`src/rtl/sprite_reg_writer_if.sv`:
```
// Write/burst request bus into the sprite channel register bank.
// The master offers beats and burst requests; the slave returns wr_ready.
interface sprite_reg_writer_if;
   logic        wr_valid;
   logic        wr_ready;
   logic [3:0]  wr_addr;
   logic [31:0] wr_data;
   logic        burst_start;
   logic [3:0]  burst_base;
   logic [3:0]  burst_cnt;

   modport master (
      output wr_valid, wr_addr, wr_data, burst_start, burst_base, burst_cnt,
      input  wr_ready
   );

   modport slave (
      input  wr_valid, wr_addr, wr_data, burst_start, burst_base, burst_cnt,
      output wr_ready
   );
endinterface

```
`src/rtl/sprite_reg_writer.sv`:
```
// Sixteen 32-bit sprite channel registers, written singly or by an
// auto-incrementing burst that wraps modulo 16.
//
//   state | meaning
//   ------+-----------------------------------------------------------
//   IDLE  | single writes accepted; burst_start launches a burst
//   BURST | each accepted beat writes channel at ptr, ptr++, beats--
//   DONE  | one-cycle burst_done pulse, no beats accepted
module sprite_reg_writer (
   input  logic                  clk,
   input  logic                  reset_n,
   sprite_reg_writer_if.slave    bus,
   input  logic                  clear_all,
   output logic [511:0]          channels,
   output logic [15:0]           written,
   output logic [15:0]           last_sel,
   output logic                  busy,
   output logic                  burst_done
);

   typedef enum logic [1:0] {IDLE, BURST, DONE} state_t;

   state_t      state;
   logic [3:0]  ptr;
   logic [3:0]  beats;
   logic        accept;
   logic [3:0]  wa;

   // burst_start in IDLE steals the cycle, so a coincident beat is refused
   assign bus.wr_ready = !clear_all &&
                         ((state == BURST) || ((state == IDLE) && !bus.burst_start));
   assign accept       = bus.wr_valid && bus.wr_ready;
   assign wa           = (state == BURST) ? ptr : bus.wr_addr;

   always_ff @(posedge clk or negedge reset_n) begin
      if (!reset_n) begin
         state      <= IDLE;
         ptr        <= 4'd0;
         beats      <= 4'd0;
         channels   <= '0;
         written    <= '0;
         last_sel   <= '0;
         busy       <= 1'b0;
         burst_done <= 1'b0;
      end else if (clear_all) begin
         state      <= IDLE;
         ptr        <= 4'd0;
         beats      <= 4'd0;
         channels   <= '0;
         written    <= '0;
         last_sel   <= '0;
         busy       <= 1'b0;
         burst_done <= 1'b0;
      end else begin
         if (accept) begin
            channels[{wa, 5'd0} +: 32] <= bus.wr_data;
            written[wa]                <= 1'b1;
            last_sel                   <= 16'd1 << wa;
         end
         case (state)
            IDLE: begin
               if (bus.burst_start) begin
                  state <= BURST;
                  ptr   <= bus.burst_base;
                  beats <= bus.burst_cnt;
                  busy  <= 1'b1;
               end
            end
            BURST: begin
               if (accept) begin
                  ptr <= ptr + 4'd1;
                  if (beats == 4'd0) begin
                     state      <= DONE;
                     burst_done <= 1'b1;
                  end else begin
                     beats <= beats - 4'd1;
                  end
               end
            end
            DONE: begin
               state      <= IDLE;
               busy       <= 1'b0;
               burst_done <= 1'b0;
            end
            default: begin
               state      <= IDLE;
               busy       <= 1'b0;
               burst_done <= 1'b0;
            end
         endcase
      end
   end

endmodule

```
`src/flat_wrapper.sv`:
```
// flat-port wrapper written by rule: the top's interface ports become plain ports
module sprite_reg_writer_flat 
  (clk, reset_n, clear_all, channels, written, last_sel, busy, burst_done, bus_wr_valid, bus_wr_addr, bus_wr_data, bus_burst_start, bus_burst_base, bus_burst_cnt, bus_wr_ready);
  sprite_reg_writer_if bus_i ();
  input  logic clk;
  input  logic reset_n;
  input  logic clear_all;
  output logic [511:0] channels;
  output logic [15:0] written;
  output logic [15:0] last_sel;
  output logic busy;
  output logic burst_done;
  input wire logic [$bits(bus_i.wr_valid)-1:0] bus_wr_valid;
  input wire logic [$bits(bus_i.wr_addr)-1:0] bus_wr_addr;
  input wire logic [$bits(bus_i.wr_data)-1:0] bus_wr_data;
  input wire logic [$bits(bus_i.burst_start)-1:0] bus_burst_start;
  input wire logic [$bits(bus_i.burst_base)-1:0] bus_burst_base;
  input wire logic [$bits(bus_i.burst_cnt)-1:0] bus_burst_cnt;
  output wire logic [$bits(bus_i.wr_ready)-1:0] bus_wr_ready;
  assign bus_i.wr_valid = bus_wr_valid;
  assign bus_i.wr_addr = bus_wr_addr;
  assign bus_i.wr_data = bus_wr_data;
  assign bus_i.burst_start = bus_burst_start;
  assign bus_i.burst_base = bus_burst_base;
  assign bus_i.burst_cnt = bus_burst_cnt;
  assign bus_wr_ready = bus_i.wr_ready;
  sprite_reg_writer u_core (.clk(clk), .reset_n(reset_n), .bus(bus_i), .clear_all(clear_all), .channels(channels), .written(written), .last_sel(last_sel), .busy(busy), .burst_done(burst_done));
endmodule
```
`config.mk`:
```
export PLATFORM = sky130hd
export DESIGN_NAME = sprite_reg_writer_flat
export DESIGN_NICKNAME = d
export VERILOG_FILES = /design/src/rtl/sprite_reg_writer_if.sv /design/src/rtl/sprite_reg_writer.sv /design/src/flat_wrapper.sv
export SDC_FILE = /design/constraint.sdc
export NUM_CORES = 1
export LEC_CHECK = 0
export BUFFER_PORTS_ARGS = -buffer_cell sky130_fd_sc_hd__buf_4
export CAP_MARGIN = 20
export CORE_ASPECT_RATIO = 0.5
export CORE_MARGIN = 2
export CORE_UTILIZATION = 45
export CTS_CLUSTER_DIAMETER = 60
export DETAILED_ROUTE_END_ITERATION = 10
export GPL_ROUTABILITY_DRIVEN = 0
export PLACE_DENSITY = 0.72
export SLEW_MARGIN = 10
export SYNTH_ARGS = -nofsm -noshare
export SYNTH_HDL_FRONTEND = slang
export SYNTH_SLANG_ARGS = --single-unit
```
`constraint.sdc`:
```
create_clock -name clk -period 3.8 [get_ports clk]
set_input_delay 0.19 -clock clk [delete_from_list [all_inputs] [get_ports clk]]
set_output_delay 0.19 -clock clk [all_outputs]
set_load 0.05 [all_outputs]
```
Yosys cells after proc, flatten, opt, wreduce, memory -nomap -nowiden
Cells that the tools add are included.
W data, S select, Z words.
{ "op_classes": {"eq_ne": 7, "reduce_logical": 16, "n_addsub": 3, "mux": 31, "n_lt_le_gt_ge": 2, "shifts": 3, "bitwise_logic": 1} }
{ "op_table": {"columns": ["operator", "n"], "rows": [
  ["$mux W512", 2],
  ["$bwmux W512", 1],
  ["$shift A32 B11 Y512 const A", 1],
  ["$shiftx A32 B11 Y512", 1],
  ["$mux W16", 4],
  ["$mux W4", 8],
  ["$or A16 B16 Y16", 1],
  ["$pmux W4 S2", 2],
  ["$shl A1 B4 Y16 const A", 1],
  ["$neg A9 Y11", 1],
  ["$ne A3 B3 Y1 const B", 3],
  ["$reduce_and A3 Y1", 3],
  ["$mux W2", 4],
  ["$mux W1", 6],
  ["$lt A4 B5 Y1 const B", 1],
  ["$add A4 B1 Y4 const B", 1],
  ["$demux W1 S4", 1],
  ["$ge A4 B1 Y1 const B", 1],
  ["$logic_and A1 B1 Y1", 4],
  ["$logic_not A4 Y1", 1],
  ["$ne A2 B2 Y1 const B", 2],
  ["$pmux W1 S2", 2],
  ["$pmux W2 S2", 1],
  ["$reduce_and A4 Y1", 1],
  ["9 further kinds", 10]
]} }
{ "totals": {"word_cells": 71, "out_inout_bits": 547, "regBits": 556, "input_bits": 49} }

Longest topological paths before layout
Gate-level depths: netlist (run 1).
{ "logic_depth": {"word_depth": 9, "depth_mapped": 14, "depth_no_buf": 10} }

Least setup slack after synthesis (run 1)
Ideal clock, no wire load.
{ "synth_path": {"kind": "register to register", "startpoint": "register u_core.state[1]", "endpoint": "register u_core.channels[145]", "required_ns": 3.672, "path_stages_with_launch": 14, "arrival_time_ns": 3.485, "setup_ns": 0.128, "synth_period_minus_slack_ns": 3.613, "path_buffers": 4, "path_slack_ns": 0.187, "path_cell_list": "dfrtp_1 > nand2b_1 > buf_4 > buf_2 > a21oi_2 > buf_1 > ha_1 > ha_1 > inv_1 > nand4_1 > a2111o_1 > nor3_4 > buf_4 > mux2_1"} }
{ "synth_between": {"elab_chain_len": 7, "word_cells_on_any_way": 14, "cone_classes": "add/sub (1); eq/ne (1); shift (2); mux (4); reduce/logical (6)"} }
{ "synth_lines": {"columns": ["item", "line_no", "rtl"], "rows": [
  ["from (decl)", "sprite_reg_writer.sv:23", "state_t state;"],
  ["from (signal assigned)", "sprite_reg_writer.sv:37", "state <= IDLE;"],
  ["from (signal assigned)", "sprite_reg_writer.sv:46", "state <= IDLE;"],
  ["from (signal assigned)", "sprite_reg_writer.sv:63", "state <= BURST;"],
  ["$eq A2 B1 Y1", "sprite_reg_writer.sv:31, sprite_reg_writer.sv:33", null],
  ["$mux W4", "sprite_reg_writer.sv:33", "assign wa = (state == BURST) ? ptr : bus.wr_addr;"],
  ["$neg A9 Y11", "sprite_reg_writer.sv:56", "channels[{wa, 5'd0} +: 32] <= bus.wr_data;"],
  ["$shiftx A32 B11 Y512 or $shift A32 B11 Y512 (tied branches)", "sprite_reg_writer.sv:56", null],
  ["$bwmux W512", "sprite_reg_writer.sv:56", null],
  ["$mux W512", "sprite_reg_writer.sv:55", "if (accept) begin"],
  ["$mux W512", "sprite_reg_writer.sv:45", "end else if (clear_all) begin"],
  ["to (signal, indexed assignment)", "sprite_reg_writer.sv:56", null],
  ["to (decl)", "sprite_reg_writer.sv:14", "output logic [511:0] channels,"]
]} }
Several ways; a longest one is shown, not always the timed one. The select of a mux whose other input is x is not followed.
A chain may end at the register's enable or synchronous reset.

Final worst setup path (run 1)
{ "layout_path": {"startpoint": "register u_core.state[1]", "endpoint": "register u_core.channels[82]"} }
Same word-level chain as after synthesis.

==> summary.md, run 1 <==
• **result of the run** finished, final reports clean
• **DRT Wirelength** 85100 um
• **f_max** 0.282 GHz
• **length of routed met2 wiring** 40100 um
• **type of origin of the critical path** flop
• **total routing resource utilization after global routing** 0.309
• **placed insts** 3182
• **DRC violation total after the first TritonRoute iteration** 2135
• **endpoint of the most critical register-to-register path** u_core.channels[82]$_DFFE_PN0P_
• **launching point of the worst reg2reg path** u_core.state[1]$_DFFE_PN0P_
• **stages on the worst setup path** 11
• **wire length on met1** 33000 um
• **reg2reg path depth** 11
• **number of global-route vias before repair** 18600
• **number of max-cap violations** 0
• **crit path kind** reg2reg
• **Tmin final** 3.54 ns
• **drt drc** 0
• **post-route clock period utilization** 0.932
• **cell row count** 58
• **antenna-violating nets left** 0
• **later-pin clock latency in the skew report** 0.60 ns
• **sum of overflow across all layers after global routing** 0
• **Hold Path Cell Cnt** 4
• **Post-DP HPWL** 58800 um
• **worst endpoint required time** 4.32 ns
• **share of synthesized registers carrying an async set or reset** 1.00
• **Rel. slew slack** 0.255
• **Crit. End Element** flop
• **die footprint** 0.0533 sq mm
• **CTS H-tree lvls** 2
• **antenna violations before repair** 1
• **warnings from Yosys** 0
• **Pins Over Slew Limit** 0
• **transition at the pin with the smallest max-transition slack** 1.11 ns
• **metal3 WL** 6120 um
• **number of cells in the finished layout apart from fillers** 3307
• **EDFF count, synth** 0
• **leakage component of the power** 15.7 nW
• **number of detailed-route iterations in the first pass** 6
• **arrival time worst endpoint** 4.06 ns
• **effective utilization at floorplan** 0.458
• **standard cell with the maximum stage delay on the critical path** a2111oi_4
• **Synth-to-Final Area Change** 31.4%
• **total power divided by cell area** 428 mW/mm^2
• **routed length per placed instance** 25.7 um
• **Worst Hold End** u_core.channels[480]$_DFFE_PN0P_
• **maximum fanout along the worst path** 26
• **via density per instance** 5.76
• **Cell Area, Synth** 0.0231 sq mm
• **stage delay of the slowest cell on the critical path** 0.49 ns
• **Die Span Y** 164 um
• **post-synthesis net count** 2063
• **pin count of the biggest net entering global routing** 120
• **Yosys top cell by area** dfrtp_1
• **Clk pin slew, worst setup/hold paths** 0.07 ns
• **number of clock sinks** 556
• **minimum setup slack among reg-to-reg paths** 0.26 ns
• **Setup violations, final** 0
• **number of vias in the routed layout** 19000
• **cell family with the largest share of critical-path delay** simple AND/OR/NAND/NOR gates
• **maximum ir drop on the vdd rail** 0.327 mV
• **Sum Neg Setup Slack** 0 ns
• **number of buffers added by the clock tree synthesis step** 50
• **horizontal die dimension** 324 um
• **count of state elements after synthesis** 556
• **share of Yosys cell area claimed by the top area cell type** 0.603
• **DR top layer** met5
• **root cell of the clock tree** clkbuf_16
• **clock tree from TritonCTS** done
• **critical hold path startpoint** clear_all
• **hold slack final** 0.131 ns
• **Final Net Count** 2647
• **cell chain of the critical path** nand2b_1 -> mux2_2 -> inv_1 -> ha_1 -> ha_1 -> inv_1 -> nand4_1 -> a2111oi_4 -> and3_2 -> buf_12 -> mux2i_1
• **mean instance size in the synthesized netlist** 11.5 sq um
• **top-level I/O count** 596
• **total buffers and inverters traversed by the critical path** 3
• **type of the most critical hold path** in2reg
• **Util after Layout** 0.602
• **count of mapped cells out of synthesis** 2005
• **maximum buffer depth of the clock tree** 3
• **sequential share of the synthesized area** 0.603
• **Layout Skew** 0.0125 ns
• **Filler Cells Inserted** 4107
• **global-route wire length before repair** 123000 um
• **share of cells above drive strength 1** 0.323
• **Port Buffers** 595
• **Netlist cell types** 54
• **# diodes** 0
• **dominant synthesized flop cell** dfrtp_1
• **number of hold-slack violations in the final timing report** 0
• **Core Region** 0.0504 sq mm
• **unrepaired setup endpoints after global routing** no
• **cells taking the most area after synthesis** dfrtp_1 (60%), mux2i_1 (11%), nand2_1 (6.2%), a31o_2 (3.1%), nor4_1 (2.4%)
==> Yosys cell counts (all sizes together), types with 5 or more instances <==
library cell and count:
or3 5, nor3 7, nor2 24, dfrtp 556
mux2 18, a2111oi 5, ha 9, a31o 86
mux2i 259, a32o 36, o2bb2ai 62, nand2 381
and3 7, clkbuf 108, nand3 19, a31oi 6
nor2b 14, o21ai 51, buf 61, inv 107
nor4 89, a21oi 33, o32ai 31
==> worst max path at each step <==
stage | slack, ns | from | end
floorplan | 0.19 | u_core.state[1]$_DFFE_PN0P_ | u_core.channels[145]$_DFFE_PN0P_
global placement | 0.30 | u_core.state[1]$_DFFE_PN0P_ | u_core.channels[138]$_DFFE_PN0P_
detailed placement | 0.18 | u_core.state[1]$_DFFE_PN0P_ | u_core.channels[147]$_DFFE_PN0P_
CTS | 0.16 | u_core.state[1]$_DFFE_PN0P_ | u_core.channels[147]$_DFFE_PN0P_
global route | 0.06 | u_core.state[1]$_DFFE_PN0P_ | u_core.channels[79]$_DFFE_PN0P_
finish | 0.26 | u_core.state[1]$_DFFE_PN0P_ | u_core.channels[82]$_DFFE_PN0P_
==> cells by family after synthesis <==
| group | Yosys count | synth area share |
|---|---|---|
| and+or+nand+nor | 560 | 0.108 |
| DFF | 556 | 0.603 |
| AOI/OAI and AO/OA | 327 | 0.113 |
| muxes | 277 | 0.121 |
| buffers and inverters | 276 | 0.0500 |
| adders and majority gates | 9 | 0.00488 |
==> worst reg2reg max path, delay by kind of cell (launching register included) <==
family | cells | cell delay, ns
AO/OA/AOI/OAI | 1 | 0.49
adder cells (fa/ha/maj) | 2 | 0.46
multiplexers | 2 | 0.70
buffers and inverters | 3 | 0.45
AND/OR/NAND/NOR | 3 | 0.92
flip-flops | 1 | 0.45
==> layout make-up <==
type	instances	area, sq um	share of cell area
Sequential cell	556	13900	0.459
Timing Repair Buffer	701	5490	0.181
Clock buffer	71	1420	0.0468
Tap cell	690	863	0.0285
Clock inverter	9	92.6	0.00305
Inverter	107	409	0.0135
Multi-Input combinational cell	1173	8150	0.269
==> metrics by stage <==
stage	worst slack (ns)	area, sq um	power, mW
after global placement	0.300	28400	8.07
after detailed placement	0.178	28400	8.08
after global routing	0.0568	30300	13.4
final	0.259	30300	13.0
after floorplan	0.187	23100	7.29
after CTS	0.157	30300	13.0
==> placed cells by master, fill, tap and decap left out, types with 7 or more instances in the layout <==
| master | count |
|---|---|
| clkbuf_16 | 51 |
| nand3_1 | 18 |
| a21oi_1 | 29 |
| nand2_1 | 381 |
| a31o_2 | 81 |
| o2bb2ai_1 | 62 |
| dfrtp_1 | 556 |
| nor2b_1 | 14 |
| clkbuf_1 | 13 |
| ha_1 | 9 |
| buf_4 | 648 |
| o32ai_1 | 31 |
| nor2_1 | 23 |
| mux2_2 | 13 |
| inv_1 | 106 |
| o21ai_0 | 44 |
| clkbuf_8 | 7 |
| mux2i_1 | 259 |
| dlygate4sd3_1 | 43 |
| a32o_1 | 36 |
| buf_12 | 9 |
| nor4_1 | 87 |
==> state kept, by name, indices dropped and copies added (netlist names) <==
register	count
u_core.state	2
u_core.beats	4
u_core.channels	512
u_core.ptr	4
u_core.last_sel	16
u_core.written	16
u_core.busy	1
u_core.burst_done	1
==> report_power, final <==
| group | leakage [nW] | internal, mW | total (mW) | switching (mW) |
|---|---|---|---|---|
| combinational | 7.22 | 0.479 | 1.92 | 1.44 |
| sequential | 7.72 | 6.04 | 6.13 | 0.0879 |
| clock | 0.747 | 2.66 | 4.95 | 2.29 |
| total | 15.7 | 9.18 | 13.0 | 3.82 |
==> repair_timing <==
item	in CTS	in global routing
hold endpoints to repair	244	1
endpoints found under the setup margin	0	53
setup buffers	0	2
hold buffers	42	1
gates resized for setup	0	1
==> per-layer routing <==
layer,GRT usage,vias up
met3,0.0606,273
met4,0.188,2
met1,0.399,9671
met5,0,-
met2,0.488,884
li1,-,8203
Power figures use the tool's default switching activity.
==> run 2: changes to the inputs <==
--- a/config.mk
+++ b/config.mk
@@ -7,13 +7,15 @@
 export LEC_CHECK = 0
 export BUFFER_PORTS_ARGS = -buffer_cell sky130_fd_sc_hd__buf_4
 export CAP_MARGIN = 20
+export CELL_PAD_IN_SITES_DETAIL_PLACEMENT = 0
+export CELL_PAD_IN_SITES_GLOBAL_PLACEMENT = 1
 export CORE_ASPECT_RATIO = 0.5
 export CORE_MARGIN = 2
-export CORE_UTILIZATION = 45
+export CORE_UTILIZATION = 37
 export CTS_CLUSTER_DIAMETER = 60
 export DETAILED_ROUTE_END_ITERATION = 10
 export GPL_ROUTABILITY_DRIVEN = 0
-export PLACE_DENSITY = 0.72
+export PLACE_DENSITY = 0.85
 export SLEW_MARGIN = 10
 export SYNTH_ARGS = -nofsm -noshare
 export SYNTH_HDL_FRONTEND = slang
==> run 2 against run 1 <==
Effect of this change:
- register-to-register slack worse by 0.05 ns
- combinational power hardly changed
- cell count is 4.5% higher
- critical path depth stayed put
- setup slack worse by 0.049 ns
- the flow now finishes with violations (DRC)
- via count is 0.36% lower
==> summary.md, run 2 (synthesis gave the netlist of run 1 again) <==
• **Pins Over Slew Limit** 0
• **top register by number of flip-flops** u_core.channels
• **antenna violations before repair** 1
• **root cell of the clock tree** clkbuf_16
• **global-route wire length before repair** 129000 um
• **area of the multi-input gates** 0.00816 sq mm
• **sequential group share of total power** 0.447
• **worst endpoint required time** 4.31 ns
• **Setup violations, final** 0
• **Util after Layout** 0.502
• **die footprint** 0.0645 sq mm
• **number of detailed-route iterations in the first pass** 8
• **DRC violation total after the first TritonRoute iteration** 1914
• **number of cells in the finished layout apart from fillers** 3456
• **Filler Cells Inserted** 5442
• **smallest setup slack after layout** 0.211 ns
• **part of the power in the clock network** 0.412
• **Internal Dissipation** 9.74 mW
• **placed insts** 3314
• **cell row count** 64
• **via density per instance** 5.49
• **maximum fanout along the worst path** 25
• **result of the run** complete, but fails checks
• **sum of overflow across all layers after global routing** 0
• **type of the most critical hold path** in2reg
• **unrepaired setup endpoints after global routing** no
• **share of cells above drive strength 1** 0.328
• **type of origin of the critical path** flop
• **number of buffers added by the clock tree synthesis step** 53
• **share of power burned in combinational logic** 0.141
• **Core Region** 0.0614 sq mm
• **worst slack after detailed placement** 0.254 ns
• **number of hold-slack violations in the final timing report** 0
• **number of setup buffers added after CTS** 0
• **commonest cells after routing, fill and taps aside** buf_4 (642), dfrtp_1 (556), nand2_1 (381), mux2i_1 (259), inv_1 (106)
• **Layout Skew** 0.0411 ns
• **hold slack final** 0.204 ns
• **Sum Neg Setup Slack** 0 ns
• **number of global-route vias before repair** 18900
• **flip-flop count of the largest register, all copies and words added** 512
• **later-pin clock latency in the skew report** 0.62 ns
• **total power** 13.7 mW
• **Die Span Y** 181 um
• **Switching Share** 0.290
• **Post-DP HPWL** 61600 um
• **standard cell area after detailed placement** 0.0285 sq mm
• **crit path kind** reg2reg
• **number of clock sinks** 556
• **effective utilization at floorplan** 0.376
• **Rel. slew slack** 0.220
• **total power divided by cell area** 445 mW/mm^2
• **pin count of the biggest net entering global routing** 126
• **drt drc** 4
• **most common cell after layout, fill and taps aside** buf_4
• **transition at the pin with the smallest max-transition slack** 1.17 ns
• **Crit. End Element** flop
• **Synth-to-Final Area Change** 33.6%
• **leakage component of the power** 15.8 nW
• **arrival time worst endpoint** 4.10 ns
• **maximum ir drop on the vdd rail** 0.290 mV
• **antenna-violating nets left** 0
• **total routing resource utilization after global routing** 0.269
• **violations in the final reports** DRC
• **Final Net Count** 2647
• **f_max** 0.279 GHz
• **routed length per placed instance** 25.7 um
• **horizontal die dimension** 357 um
• **DRT Wirelength** 88700 um
• **CTS H-tree lvls** 2
• **number of vias in the routed layout** 19000
• **maximum buffer depth of the clock tree** 3
• **number of max-cap violations** 0
• **design area** 0.0308 sq mm
• **post-route clock period utilization** 0.945
• **clock tree from TritonCTS** done
• **switching component of the power** 3.97 mW
• **Tmin final** 3.59 ns
• **top-level I/O count** 596
• **Register Area** 0.0139 sq mm
• **Clk pin slew, worst setup/hold paths** 0.07 ns
• **Port Buffers** 595
• **biggest registers after layout** u_core.channels x512, u_core.last_sel x16, u_core.written x16
-- run 2: cell count changes in the layout (fill, tap and decap cells not counted), moves of 3 or more --
cell,change
clkbuf_1,-4
clkbuf_8,+6
clkbuf_16,+3
clkinv_2,+4
buf_4,-6
bufinv_16,+4
-- run 2: per-layer routing --
metal	share of wire	track usage	wire, um	vias up
met5	0	0	0	-
li1	-	-	-	8219
met3	0.056	0.0449	5010	288
met1	0.39	0.335	34400	9629
met4	0.082	0.186	7230	0
met2	0.47	0.430	42000	829
-- run 2: final timing paths --
path                                                         end  depth (start not counted)                        startpoint  slack [ns]
worst max-delay path            u_core.channels[148]$_DFFE_PN0P_                         11       u_core.state[0]$_DFFE_PN0P_        0.21
worst min-delay path              u_core.last_sel[2]$_DFFE_PN0P_                          4                    bus_wr_addr[2]        0.20
worst max register to register  u_core.channels[148]$_DFFE_PN0P_                         11       u_core.state[0]$_DFFE_PN0P_        0.21
worst min register to register  u_core.channels[183]$_DFFE_PN0P_                          1  u_core.channels[183]$_DFFE_PN0P_        0.49
max in group asynchronous        u_core.channels[39]$_DFFE_PN0P_                          4                           reset_n        2.26
min in group asynchronous       u_core.channels[167]$_DFFE_PN0P_                          2                           reset_n        0.29
-- run 2: area by class of cell --
class,count,share of cell area
tap,825,0.0335
sequential,556,0.451
timing repair buffer,698,0.178
inverter,107,0.0133
clock buffer,76,0.0507
multi-input combinational,1173,0.265
antenna,1,0.0000811
clock inverter,20,0.00897
-- run 2: timing repair --
| action | in CTS | in global routing |
|---|---|---|
| setup endpoints to repair | 0 | 27 |
| hold buffers | 45 | 0 |
| resized for setup | 0 | 1 |
| hold endpoints to repair | 284 | 0 |
-- run 2: critical path, cell delays in order (launching register included) --
cell      delay [ns]
dfrtp_1         0.38
nand2b_1        0.25
mux2_2          0.42
inv_1           0.09
ha_1            0.17
ha_1            0.27
inv_1           0.09
nand4_1         0.22
a2111o_1        0.55
nor3_4          0.47
buf_12          0.29
mux2i_1         0.25
-- run 2: power by group through the flow --
stage,Clock [mW],Sequential [mW],Combinational (mW)
after floorplan,0,6.62,0.674
after global placement,0,6.24,1.86
after detailed placement,0,6.24,1.87
after CTS,5.71,6.13,1.91
after global routing,5.96,6.14,2.02
final,5.65,6.13,1.93
==> run 3: changes to the inputs <==
--- a/config.mk
+++ b/config.mk
@@ -9,7 +9,6 @@
 export CAP_MARGIN = 20
 export CELL_PAD_IN_SITES_DETAIL_PLACEMENT = 0
 export CELL_PAD_IN_SITES_GLOBAL_PLACEMENT = 1
-export CORE_ASPECT_RATIO = 0.5
 export CORE_MARGIN = 2
 export CORE_UTILIZATION = 37
 export CTS_CLUSTER_DIAMETER = 60
==> run 3 against run 2 <==
Effect of this change:
- the flow now finishes without violations
- setup slack worse by 0.089 ns
- global-route usage down 0.079 points
- non-clock buffer count down 4
- critical path depth down 3
- combinational power about the same
- fmax down 2.4%
- sequential cell count unchanged
- count of clock-buffer cells in the layout up 11
- clock skew down 0.016 ns
- largest cell class unchanged
==> summary.md, run 3 (synthesis gave the netlist of run 1 again) <==
• **result of the run** finished, final reports clean
• **stage delay of the slowest cell on the critical path** 0.53 ns
• **top register by number of flip-flops** u_core.channels
• **number of vias in the routed layout** 19000
• **placed insts** 3322
• **Setup violations, final** 0
• **Pins Over Slew Limit** 0
• **share of power burned in combinational logic** 0.136
• **Internal Dissipation** 10.2 mW
• **part of the power in the clock network** 0.433
• **total routing resource utilization after global routing** 0.268
• **leakage component of the power** 15.9 nW
• **Hold Path Cell Cnt** 5
• **via density per instance** 5.47
• **number of buffers added by the clock tree synthesis step** 60
• **effective utilization at floorplan** 0.374
• **die footprint** 0.0644 sq mm
• **antenna-violating nets left** 0
• **Worst Hold End** u_core.written[1]$_DFFE_PN0P_
• **top-level I/O count** 596
• **worst endpoint required time** 4.30 ns
• **clock tree from TritonCTS** done
• **maximum fanout along the worst path** 32
• **pin count of the biggest net entering global routing** 114
• **endpoint of the most critical register-to-register path** u_core.channels[284]$_DFFE_PN0P_
• **horizontal die dimension** 254 um
• **Die Span Y** 254 um
• **reg2reg path depth** 8
• **Rel. slew slack** 0.225
• **drt drc** 0
• **cells resized by post-CTS repair** 0
• **share of cells above drive strength 1** 0.330
• **number of max-cap violations** 0
• **maximum buffer depth of the clock tree** 3
• **sum of overflow across all layers after global routing** 0
• **standard cell area after detailed placement** 0.0286 sq mm
• **commonest cells after routing, fill and taps aside** buf_4 (638), dfrtp_1 (556), nand2_1 (381), mux2i_1 (259), inv_1 (106)
• **CTS H-tree lvls** 2
• **maximum ir drop on the vdd rail** 0.331 mV
• **Tmin final** 3.68 ns
• **Clk pin slew, worst setup/hold paths** 0.06 ns
• **type of the most critical hold path** in2reg
• **DRT Wirelength** 88700 um
• **DRC violation total after the first TritonRoute iteration** 1506
• **number of setup buffers added after CTS** 0
• **critical hold path startpoint** bus_wr_addr[2]
• **design area** 0.0311 sq mm
• **Port Buffers** 595
• **Synth-to-Final Area Change** 34.9%
• **crit path kind** reg2reg
• **number of global-route vias before repair** 19500
• **biggest registers after layout** u_core.channels x512, u_core.last_sel x16, u_core.written x16
• **standard cell with the maximum stage delay on the critical path** ha_1
• **Final Net Count** 2650
• **most common cell after layout, fill and taps aside** buf_4
• **arrival time worst endpoint** 4.18 ns
• **number of hold-slack violations in the final timing report** 0
• **Switching Share** 0.283
• **post-route clock period utilization** 0.968
• **minimum setup slack among reg-to-reg paths** 0.12 ns
• **Post-DP HPWL** 60800 um
• **transition at the pin with the smallest max-transition slack** 1.16 ns
• **antenna violations before repair** 1
• **cell chain of the critical path** nand2b_1 -> mux2_2 -> ha_1 -> nand2_1 -> a211o_1 -> a211oi_1 -> a31oi_4 -> a32o_1
• **Sum Neg Setup Slack** 0 ns
• **Layout Skew** 0.0256 ns
• **type of origin of the critical path** flop
• **unrepaired setup endpoints after global routing** yes
• **number of detailed-route iterations in the first pass** 5
• **number of cells in the finished layout apart from fillers** 3479
• **cell row count** 91
• **number of clock sinks** 556
• **routed length per placed instance** 25.5 um
• **Util after Layout** 0.505
• **Crit. End Element** flop
• **sequential group share of total power** 0.431
• **global-route wire length before repair** 129000 um
• **total power divided by cell area** 457 mW/mm^2
• **launching point of the worst reg2reg path** u_core.state[1]$_DFFE_PN0P_
• **flip-flop count of the largest register, all copies and words added** 512
• **f_max** 0.272 GHz
• **switching component of the power** 4.03 mW
• **later-pin clock latency in the skew report** 0.63 ns
• **root cell of the clock tree** clkbuf_16
• **Core Region** 0.0617 sq mm
==> run 3: worst max path at each step <==
stage	startpoint	endpoint	slack [ns]	cells after the start
2_1_floorplan	u_core.state[1]$_DFFE_PN0P_	u_core.channels[145]$_DFFE_PN0P_	0.19	13
3_3_place_gp	u_core.state[1]$_DFFE_PN0P_	u_core.channels[81]$_DFFE_PN0P_	0.24	11
3_5_place_dp	u_core.state[1]$_DFFE_PN0P_	u_core.channels[90]$_DFFE_PN0P_	0.18	11
4_1_cts	u_core.state[1]$_DFFE_PN0P_	u_core.channels[93]$_DFFE_PN0P_	0.19	11
5_1_grt	u_core.state[0]$_DFFE_PN0P_	u_core.channels[81]$_DFFE_PN0P_	-0.004	11
6_report	u_core.state[1]$_DFFE_PN0P_	u_core.channels[284]$_DFFE_PN0P_	0.12	8
==> run 3: per-layer routing <==
metal,global-route usage,up-vias,routed length [um]
met5,0,-,13
met4,0.117,2,4000
met3,0.0572,199,6740
met2,0.433,943,42100
met1,0.349,9655,35800
li1,-,8216,-
==> run 3: power by group through the flow <==
stage                     Clock (mW)  Sequential, mW  Combinational (mW)
after floorplan                    0            6.62               0.674
after global placement             0            6.24                1.86
after detailed placement           0            6.24                1.89
after CTS                       6.24            6.14                1.93
after global routing            6.47            6.15                2.04
final                           6.16            6.14                1.94
==> run 3: stage by stage <==
step / hold slack [ns] / power, mW / setup slack, ns
2_1_floorplan: -0.106 / 7.29 / 0.187
3_3_place_gp: 0.335 / 8.10 / 0.237
3_5_place_dp: 0.329 / 8.14 / 0.182
4_1_cts: 0.144 / 14.3 / 0.190
5_1_grt: 0.179 / 14.7 / -0.00448
6_report: 0.172 / 14.2 / 0.122
==> run 3: what timing repair did <==
item / in CTS / in global routing
endpoints found under the setup margin: 0 / 3
hold endpoints to repair: 273 / 0
hold buffers: 44 / 0
==> run 3: layout make-up <==
cell class	instances	area, sq um
Clock buffer	87	1740
Inverter	107	409
Multi-Input combinational cell	1173	8190
Clock inverter	24	358
Fill cell	5459	30600
Sequential cell	556	13900
Antenna cell	1	2.50
Timing Repair Buffer	694	5480
Tap cell	837	1050
==> run 3: critical path, delay by kind of cell, from the launching register on <==
| family | cells | cell delay (ns) |
|---|---|---|
| muxes | 1 | 0.42 |
| AOI/OAI and AO/OA | 4 | 1.56 |
| adders and majority gates | 1 | 0.53 |
| and+or+nand+nor | 2 | 0.57 |
| DFF | 1 | 0.46 |
